[src/rtl/alu_scan_ctrl.sv]
// Scan test sequencer for the ALU scan-chain register: load pattern, capture, unload, compare.
// Optional FLUSH pass (chain integrity check) enabled by defining ALU_SCAN_CTRL_FLUSH_EN.
module alu_scan_ctrl #(
    parameter int CHAIN_LEN = 4,
    parameter int CNT_W     = 3,   // 2**CNT_W must exceed CHAIN_LEN
    parameter int ERR_W     = 8
) (
    input  logic                 clk,
    input  logic                 rst,
    input  logic                 start,
    input  logic [CHAIN_LEN-1:0] pat_in,
    input  logic [CHAIN_LEN-1:0] exp_in,
    input  logic [1:0]           op_in,
    input  logic [3:0]           a_in,
    input  logic [3:0]           b_in,
    input  logic                 chain_so,
    output logic                 scan_en,
    output logic                 scan_in,
    output logic [1:0]           op_code,
    output logic [3:0]           A,
    output logic [3:0]           B,
    output logic                 busy,
    output logic                 done,
    output logic                 pass,
    output logic [ERR_W-1:0]     err_cnt
);

    typedef enum logic [2:0] {
        S_IDLE,
        S_LOAD,
`ifdef ALU_SCAN_CTRL_FLUSH_EN
        S_FLUSH,
`endif
        S_CAPTURE,
        S_UNLOAD,
        S_DONE
    } state_t;

    state_t               state_q, state_d;
    logic [CNT_W-1:0]     cnt_q, cnt_d;
    logic [CHAIN_LEN-1:0] pat_q, pat_d;
    logic [CHAIN_LEN-1:0] exp_q, exp_d;
    logic [CHAIN_LEN-1:0] cap_q, cap_d;
    logic [1:0]           op_q, op_d;
    logic [3:0]           a_q, a_d;
    logic [3:0]           b_q, b_d;
    logic                 pass_q, pass_d;
    logic [ERR_W-1:0]     err_q, err_d;
    logic                 flush_fail_q, flush_fail_d;

    logic                 cnt_last;
    logic                 result;
    logic                 shift_phase;
    logic [CHAIN_LEN-1:0] pat_shift;

    assign cnt_last = (cnt_q == CNT_W'(CHAIN_LEN - 1));
    assign result   = (cap_q == exp_q) && !flush_fail_q;

    // Pattern goes out MSB first: bit cnt of the left-shifted copy lands in the MSB.
    assign pat_shift = pat_q << cnt_q;
`ifdef ALU_SCAN_CTRL_FLUSH_EN
    assign shift_phase = (state_q == S_LOAD) || (state_q == S_FLUSH);
`else
    assign shift_phase = (state_q == S_LOAD);
`endif

    always_ff @(posedge clk or negedge rst) begin
        if (!rst) begin
            state_q      <= S_IDLE;
            cnt_q        <= '0;
            pat_q        <= '0;
            exp_q        <= '0;
            cap_q        <= '0;
            op_q         <= '0;
            a_q          <= '0;
            b_q          <= '0;
            pass_q       <= 1'b0;
            err_q        <= '0;
            flush_fail_q <= 1'b0;
        end else begin
            state_q      <= state_d;
            cnt_q        <= cnt_d;
            pat_q        <= pat_d;
            exp_q        <= exp_d;
            cap_q        <= cap_d;
            op_q         <= op_d;
            a_q          <= a_d;
            b_q          <= b_d;
            pass_q       <= pass_d;
            err_q        <= err_d;
            flush_fail_q <= flush_fail_d;
        end
    end

    always_comb begin
        state_d      = state_q;
        cnt_d        = cnt_q;
        pat_d        = pat_q;
        exp_d        = exp_q;
        cap_d        = cap_q;
        op_d         = op_q;
        a_d          = a_q;
        b_d          = b_q;
        pass_d       = pass_q;
        err_d        = err_q;
        flush_fail_d = flush_fail_q;

        case (state_q)
            S_IDLE: begin
                if (start) begin
                    pat_d        = pat_in;
                    exp_d        = exp_in;
                    op_d         = op_in;
                    a_d          = a_in;
                    b_d          = b_in;
                    cnt_d        = '0;
                    flush_fail_d = 1'b0;
                    state_d      = S_LOAD;
                end
            end
            S_LOAD: begin
                if (cnt_last) begin
                    cnt_d = '0;
`ifdef ALU_SCAN_CTRL_FLUSH_EN
                    state_d = S_FLUSH;
`else
                    state_d = S_CAPTURE;
`endif
                end else begin
                    cnt_d = cnt_q + CNT_W'(1);
                end
            end
`ifdef ALU_SCAN_CTRL_FLUSH_EN
            S_FLUSH: begin
                cap_d = {cap_q[CHAIN_LEN-2:0], chain_so};
                if (cnt_last) begin
                    cnt_d   = '0;
                    state_d = S_CAPTURE;
                    if (cap_d != pat_q) begin
                        flush_fail_d = 1'b1;
                    end
                end else begin
                    cnt_d = cnt_q + CNT_W'(1);
                end
            end
`endif
            S_CAPTURE: begin
                cnt_d   = '0;
                state_d = S_UNLOAD;
            end
            S_UNLOAD: begin
                // chain_so is the chain MSB before this edge's shift
                cap_d = {cap_q[CHAIN_LEN-2:0], chain_so};
                if (cnt_last) begin
                    cnt_d   = '0;
                    state_d = S_DONE;
                end else begin
                    cnt_d = cnt_q + CNT_W'(1);
                end
            end
            S_DONE: begin
                pass_d = result;
                if (!result && !(&err_q)) begin
                    err_d = err_q + ERR_W'(1);
                end
                state_d = S_IDLE;
            end
            default: begin
                state_d = S_IDLE;
            end
        endcase
    end

    assign busy    = (state_q != S_IDLE);
    assign done    = (state_q == S_DONE);
    assign scan_en = shift_phase || (state_q == S_UNLOAD);
    assign scan_in = shift_phase & pat_shift[CHAIN_LEN-1];
    assign op_code = busy ? op_q : 2'b00;
    assign A       = busy ? a_q : 4'h0;
    assign B       = busy ? b_q : 4'h0;
    // The verdict is visible during the done pulse itself and held afterwards.
    assign pass    = done ? result : pass_q;
    assign err_cnt = err_q;

endmodule

[config.mk]
export PLATFORM = sky130hd
export DESIGN_NAME = alu_scan_ctrl
export DESIGN_NICKNAME = d
export VERILOG_FILES = /design/src/rtl/alu_scan_ctrl.sv
export SDC_FILE = /design/constraint.sdc
export NUM_CORES = 1
export LEC_CHECK = 0
export ABC_AREA = 0
export CELL_PAD_IN_SITES_DETAIL_PLACEMENT = 0
export CELL_PAD_IN_SITES_GLOBAL_PLACEMENT = 1
export CORE_MARGIN = 1
export CORE_UTILIZATION = 34
export DETAILED_ROUTE_END_ITERATION = 10
export PLACE_DENSITY_LB_ADDON = 0.1
export SKIP_LAST_GASP = 1
export SYNTH_ARGS = -nofsm -noshare
export SYNTH_HDL_FRONTEND = slang
export SYNTH_SLANG_ARGS = --single-unit
[constraint.sdc]
create_clock -name clk -period 1.7 [get_ports clk]
set_input_delay 0.17 -clock clk [delete_from_list [all_inputs] [get_ports clk]]
set_output_delay 0.17 -clock clk [all_outputs]
set_load 0.05 [all_outputs]
**After elaboration in Yosys (flattened, before gate mapping)**

Cells that the tools add are included.

- $add $sub $neg: 2
- Eq/ne operators: 9
- Shift-type cells: 1
- Muxes and demuxes: 11
- Bitwise logic cells: 1
- Reductions and logical operators: 13

Operator list:

| cell | number |
|---|---|
| $mux 3 | 5 |
| $pmux 3 s4 | 1 |
| $eq 3x2->1 const B | 3 |
| $pmux 3 s3 | 1 |
| $add 8x1->8 const B | 1 |
| $mux 4 | 2 |
| $reduce_and 8->1 | 1 |
| $ne 2x2->1 const B | 3 |
| $reduce_and 2->1 | 3 |
| $reduce_bool 3->1 | 2 |
| $eq 4x4->1 | 1 |
| $shl 4x3->4 | 1 |
| $add 3x1->3 const B | 1 |
| $eq 3x1->1 const B | 1 |
| $eq 3x3->1 const B | 1 |
| $logic_not 3->1 | 1 |
| $reduce_and 3->1 | 1 |
| $logic_not 1->1 | 2 |
| $mux 2 | 1 |
| $reduce_or 2->1 | 1 |
| $and 1x1->1 | 1 |
| $logic_and 1x1->1 | 1 |
| $logic_or 1x1->1 | 1 |
| $mux 1 | 1 |

- Flip-flop bits (word level): 37
- Bits of input ports: 22
- Output and inout port bits: 23
- Logic and storage cells: 47

**Logic depth before layout (Yosys ltp)**

- Depth after elaboration: 4
- Depth in mapped cells: 6

**Worst setup path after synthesis**

Ideal clock, no wire load.

- Path kind: reg2out
- From: register cnt_q[0]
- To: output port scan_in
- Arrival time: 2.328 ns
- Path slack: -0.798 ns
- Cell stages (with the launch flop): 3
- Path buffers: 0
- Cell sequence: dfrtp_1 > mux4_2 > nor4b_1

- Cells in the longest elaborated chain, start to end: 2

Ends and longest elaborated chain:

| what | RTL line | text |
|---|---|---|
| start: declaration | 40 | `logic [CNT_W-1:0] cnt_q, cnt_d;` |
| start signal: assignment | 82 | `cnt_q <= cnt_d;` |
| $shl 4x3->4 | 60 | `assign pat_shift = pat_q << cnt_q;` |
| $and 1x1->1 | 177 | `assign scan_in = shift_phase & pat_shift[CHAIN_LEN-1];` |
| end: declaration | 18 | `output logic scan_in,` |

No other way between the ends.

**Final worst setup path**

- From: register exp_q[1]
- To: output port pass

- Cells in the longest elaborated chain, start to end: 2

Ends and longest elaborated chain:

| what | RTL line | text |
|---|---|---|
| start: declaration | 42 | `logic [CHAIN_LEN-1:0] exp_q, exp_d;` |
| start signal: assignment | 84 | `exp_q <= exp_d;` |
| $eq 4x4->1 | 57 | `assign result = (cap_q == exp_q) && !flush_fail_q;` |
| $mux 1 | - |  |
| end: declaration | 24 | `output logic pass,` |

No other way between the ends.

==> insert_results.sql <==
INSERT INTO impl_metrics (metric_group, metric, value, unit) VALUES
('status', 'run_status', 'finished with violations', ''),
('status', 'violations_in_the_final_reports', 'negative setup slack', ''),
('yosys', 'syn-cell-area', '1700', 'sq um'),
('final_layout', 'area_growth_syn_to_layout', '43.4', '%'),
('run', 'maxCapViolations', '0', ''),
('global_routing', 'maximum_number_of_pins_on_one_net_before_global_route_repair', '25', ''),
('sta', 'slew_violations', '0', ''),
('global_routing', 'grt_antenna_before_repair', '0', ''),
('power_and_ir_drop', 'total_leakage_power', '1.12', 'nW'),
('sta', 'fmax', '0.556', 'GHz'),
('floorplan', 'ios', '45', ''),
('global_routing', 'grt_overflow_total', '0', ''),
('sta', 'slew_headroom', '65.7', '%'),
('worst_setup_path', 'cp_data_arrival_time', '1.63', 'ns'),
('clock_tree', 'clk_pin_slew_worst_setup_hold_paths', '0.07', 'ns'),
('route', 'via_per_inst', '4.56', ''),
('sta', 'tightestPinTransition', '0.515', 'ns'),
('placed_design', 'globalplace.congestion', '0.738', ''),
('floorplan', 'core_area', '4750', 'sq um'),
('sta', 'fin_tns_setup', '-0.0985', 'ns'),
('clock_tree', 'ctsLongestPathBuffers', '2', ''),
('final_layout', 'fin_area', '2430', 'sq um'),
('floorplan', 'floorplan.die.height', '72.7', 'um'),
('yosys', 'synth_cell_types', '30', ''),
('sta', 'whs', '0.395', 'ns'),
('route', 'detail_route.wl_per_cell', '13.4', 'um'),
('sta', 'setup_ws', '-0.0985', 'ns'),
('sta', 'final.period_utilization', '106', '%'),
('sta', 'final-setup-viol-count', '1', ''),
('yosys', 'syn-instance-count', '132', ''),
('global_routing', 'global_route.usage.total', '14.4', '%'),
('clock_tree', 'clkLatencyLatePin', '0.29', 'ns'),
('yosys', 'syn_nets', '156', ''),
('final_layout', 'share_of_final_layout_standard_cells_stronger_than_drive_strength_1', '40.1', '%'),
('route', 'drt_pre_antenna_iters', '2', ''),
('yosys', 'synth_top_cells_by_area', 'dfrtp_1 (55%), mux2_2 (15%), xor2_1 (5.7%), nor2b_1 (4.4%), nor3_1 (1.8%)', ''),
('clock_tree', 'cts_made_buffers', '5', ''),
('route', 'detail-route-antenna-nets', '0', ''),
('clock_tree', 'tritoncts', 'done', ''),
('clock_tree', 'h-tree-depth', '2', ''),
('route', 'wl', '3.48', 'mm'),
('sta', 'fin_skew', '0.00245', 'ns'),
('sta', 'final_hold_viol_count', '0', ''),
('route', 'dr.first_iter.drc_count', '38', ''),
('global_routing', 'grt_pass1_wl', '5.52', 'mm'),
('final_layout', 'most_frequent_standard_cell_in_the_layout_excluding_fill_and_tap_cells', 'dfrtp_1', ''),
('route', 'dr_total_vias', '1182', ''),
('yosys', 'synth_largest_area_cell', 'dfrtp_1', ''),
('worst_setup_path', 'cp_slowest_stage_delay', '0.40', 'ns'),
('placed_design', 'placed_cell_area', '2270', 'sq um'),
('power_and_ir_drop', 'vdd_ir_drop_max', '0.00107', 'V'),
('floorplan', 'dieArea', '5280', 'sq um'),
('worst_setup_path', 'timing.critical_path.cells', 'xor2_1, o41ai_4, o21a_1, buf_12', ''),
('worst_setup_path', 'timing_worst_setup_path_type', 'flip-flop to output pin', ''),
('route', 'drc', '0', ''),
('sta', 'grt_setup_unrepaired', 'yes', ''),
('worst_setup_path', 'crit_path_top_delay_cell', 'dfrtp_1', ''),
('power_and_ir_drop', 'power.density', '2040', 'nW/um^2'),
('global_routing', 'grt_pass1_vias', '1199', ''),
('worst_setup_path', 'path_max_fanout', '2', ''),
('clock_tree', 'ctsRootBufferMaster', 'clkbuf_8', ''),
('final_layout', 'num-nets-final', '215', ''),
('placed_design', 'dp.final_hpwl', '2.53', 'mm'),
('floorplan', 'floorplan.die.width', '72.7', 'um'),
('final_layout', 'insertedDiodeCount', '0', ''),
('worst_setup_path', 'crit_required', '1.53', 'ns'),
('worst_setup_path', 'timing.critical_path.to_type', 'output pin', ''),
('yosys', 'synth.top_cell.area_share', '54.5', '%'),
('min_path', 'worst_hold_path_type', 'primary input to asynchronous set/reset pin', ''),
('floorplan', 'rows', '25', ''),
('final_layout', 'fillers', '449', ''),
('final_layout', 'most-common-layout-cells', 'dfrtp_1 (35), buf_4 (27), mux2_2 (22)', ''),
('yosys', 'yosys_warnings', '0', ''),
('worst_setup_path', 'timing.critical_path.from_type', 'flip-flop', ''),
('yosys', 'avgSynthCellArea', '12.9', 'sq um'),
('placed_design', 'number_of_buffers_inserted_by_port_buffering', '44', ''),
('yosys', 'ys_ff_latch', '37', ''),
('sta', 'final.min_clock_period', '1.80', 'ns'),
('floorplan', 'floorplan.initialDensity', '35.7', '%'),
('yosys', 'yosysSeqAreaShare', '54.5', '%'),
('clock_tree', 'cts.sink_count', '37', ''),
('power_and_ir_drop', 'post-layout-total-power', '4.96', 'mW');
## layout make-up
| type | instances | area (sq um) | share of cell area [%] |
|---|---|---|---|
| tap | 67 | 83.8 | 3.44 |
| inverter | 2 | 7.51 | 0.308 |
| clock buffer | 6 | 72.6 | 2.98 |
| timing repair buffer | 56 | 541 | 22.2 |
| multi-input combinational | 89 | 792 | 32.5 |
| sequential | 37 | 928 | 38.1 |
| clock inverter | 2 | 10.0 | 0.411 |
## cell families (layout without fill, tap and decap cells)
family / Yosys count / count (layout) / synth area share (%)
adder cells (fa/ha/maj): 2 / 2 / 1.47
buffers and inverters: 6 / 66 / 2.06
flip-flops: 37 / 37 / 54.5
XOR/XNOR: 11 / 11 / 5.67
AO/OA/AOI/OAI: 7 / 7 / 3.76
multiplexers: 25 / 25 / 17.5
AND/OR/NAND/NOR: 44 / 44 / 15.0
## cell usage after synthesis, drive strengths merged
master	instances
dfrtp	37
a21oi	1
mux2	24
nand3	3
o21ai	3
nor3b	3
clkbuf	2
buf	2
and2	1
mux4	1
ha	2
nor2	7
xor2	11
o41ai	1
o21a	1
o31a	1
nor4b	1
inv	2
nand2b	2
and3	2
nor3	7
nor2b	12
nand2	6
## registers in the layout, summed over array words and instances, names as in the netlist
name	count
cnt_q	3
pass_q	1
err_cnt	8
b_q	4
exp_q	4
state_q	3
op_q	2
pat_q	4
a_q	4
cap_q	4
## layer usage
metal  track usage (%)  vias up  share of wire [%]
met5                 0        -                  0
met4              8.50        0                2.1
met3              4.01        8                5.9
met2              22.7       35                 47
met1              17.7      563                 45
li1                  -      576                  -
## report_power, final
| group | switching [mW] | total [mW] | internal [mW] |
|---|---|---|---|
| logic | 1.59 | 2.84 | 1.24 |
| clock network | 0.306 | 0.590 | 0.284 |
| registers | 0.271 | 1.53 | 1.26 |
| total | 2.17 | 4.96 | 2.79 |
## worst max-delay path: cells and delay by family, from the launching register on
family	cells	cell delay, ns
flip-flops	1	0.40
AO/OA/AOI/OAI	2	0.60
buffers and inverters	1	0.15
XOR/XNOR	1	0.19
## through the flow
stage / util [%] / worst slack [ns] / instances
final: 51.2 / -0.0985 / 259
after global routing: 51.2 / -0.183 / 259
after CTS: 50.6 / -0.109 / 259
after detailed placement: 47.7 / 0.0584 / 247
after global placement: 47.7 / 0.0505 / 247
after floorplan: - / -0.255 / 132
## timing repair
action / 4_1_cts / 5_1_grt
hold endpoints to repair: 23 / 0
setup endpoints to repair: 13 / 20
hold buffers: 1 / 0
pin swaps: 2 / 3
gates resized for setup: 4 / 7
setup buffers: 3 / 1
## path summary, 6_finish.rpt
path,endpoint,cells past startpoint,start,slack (ns)
worst min register to register,op_q[1]$_DFFE_PN0P_,1,op_q[1]$_DFFE_PN0P_,0.50
worst min-delay path,err_cnt[7]$_DFFE_PN0P_,2,rst,0.40
min in group clk,pat_q[3]$_DFFE_PN0P_,2,pat_in[3],0.49
worst max register to register,err_cnt[6]$_DFFE_PN0P_,5,state_q[1]$_DFFE_PN0P_,0.05
worst max-delay path,pass,4,exp_q[1]$_DFFE_PN0P_,-0.1
max in group asynchronous,pat_q[1]$_DFFE_PN0P_,3,rst,0.73
No activity file was read; power rests on OpenSTA's default activity.
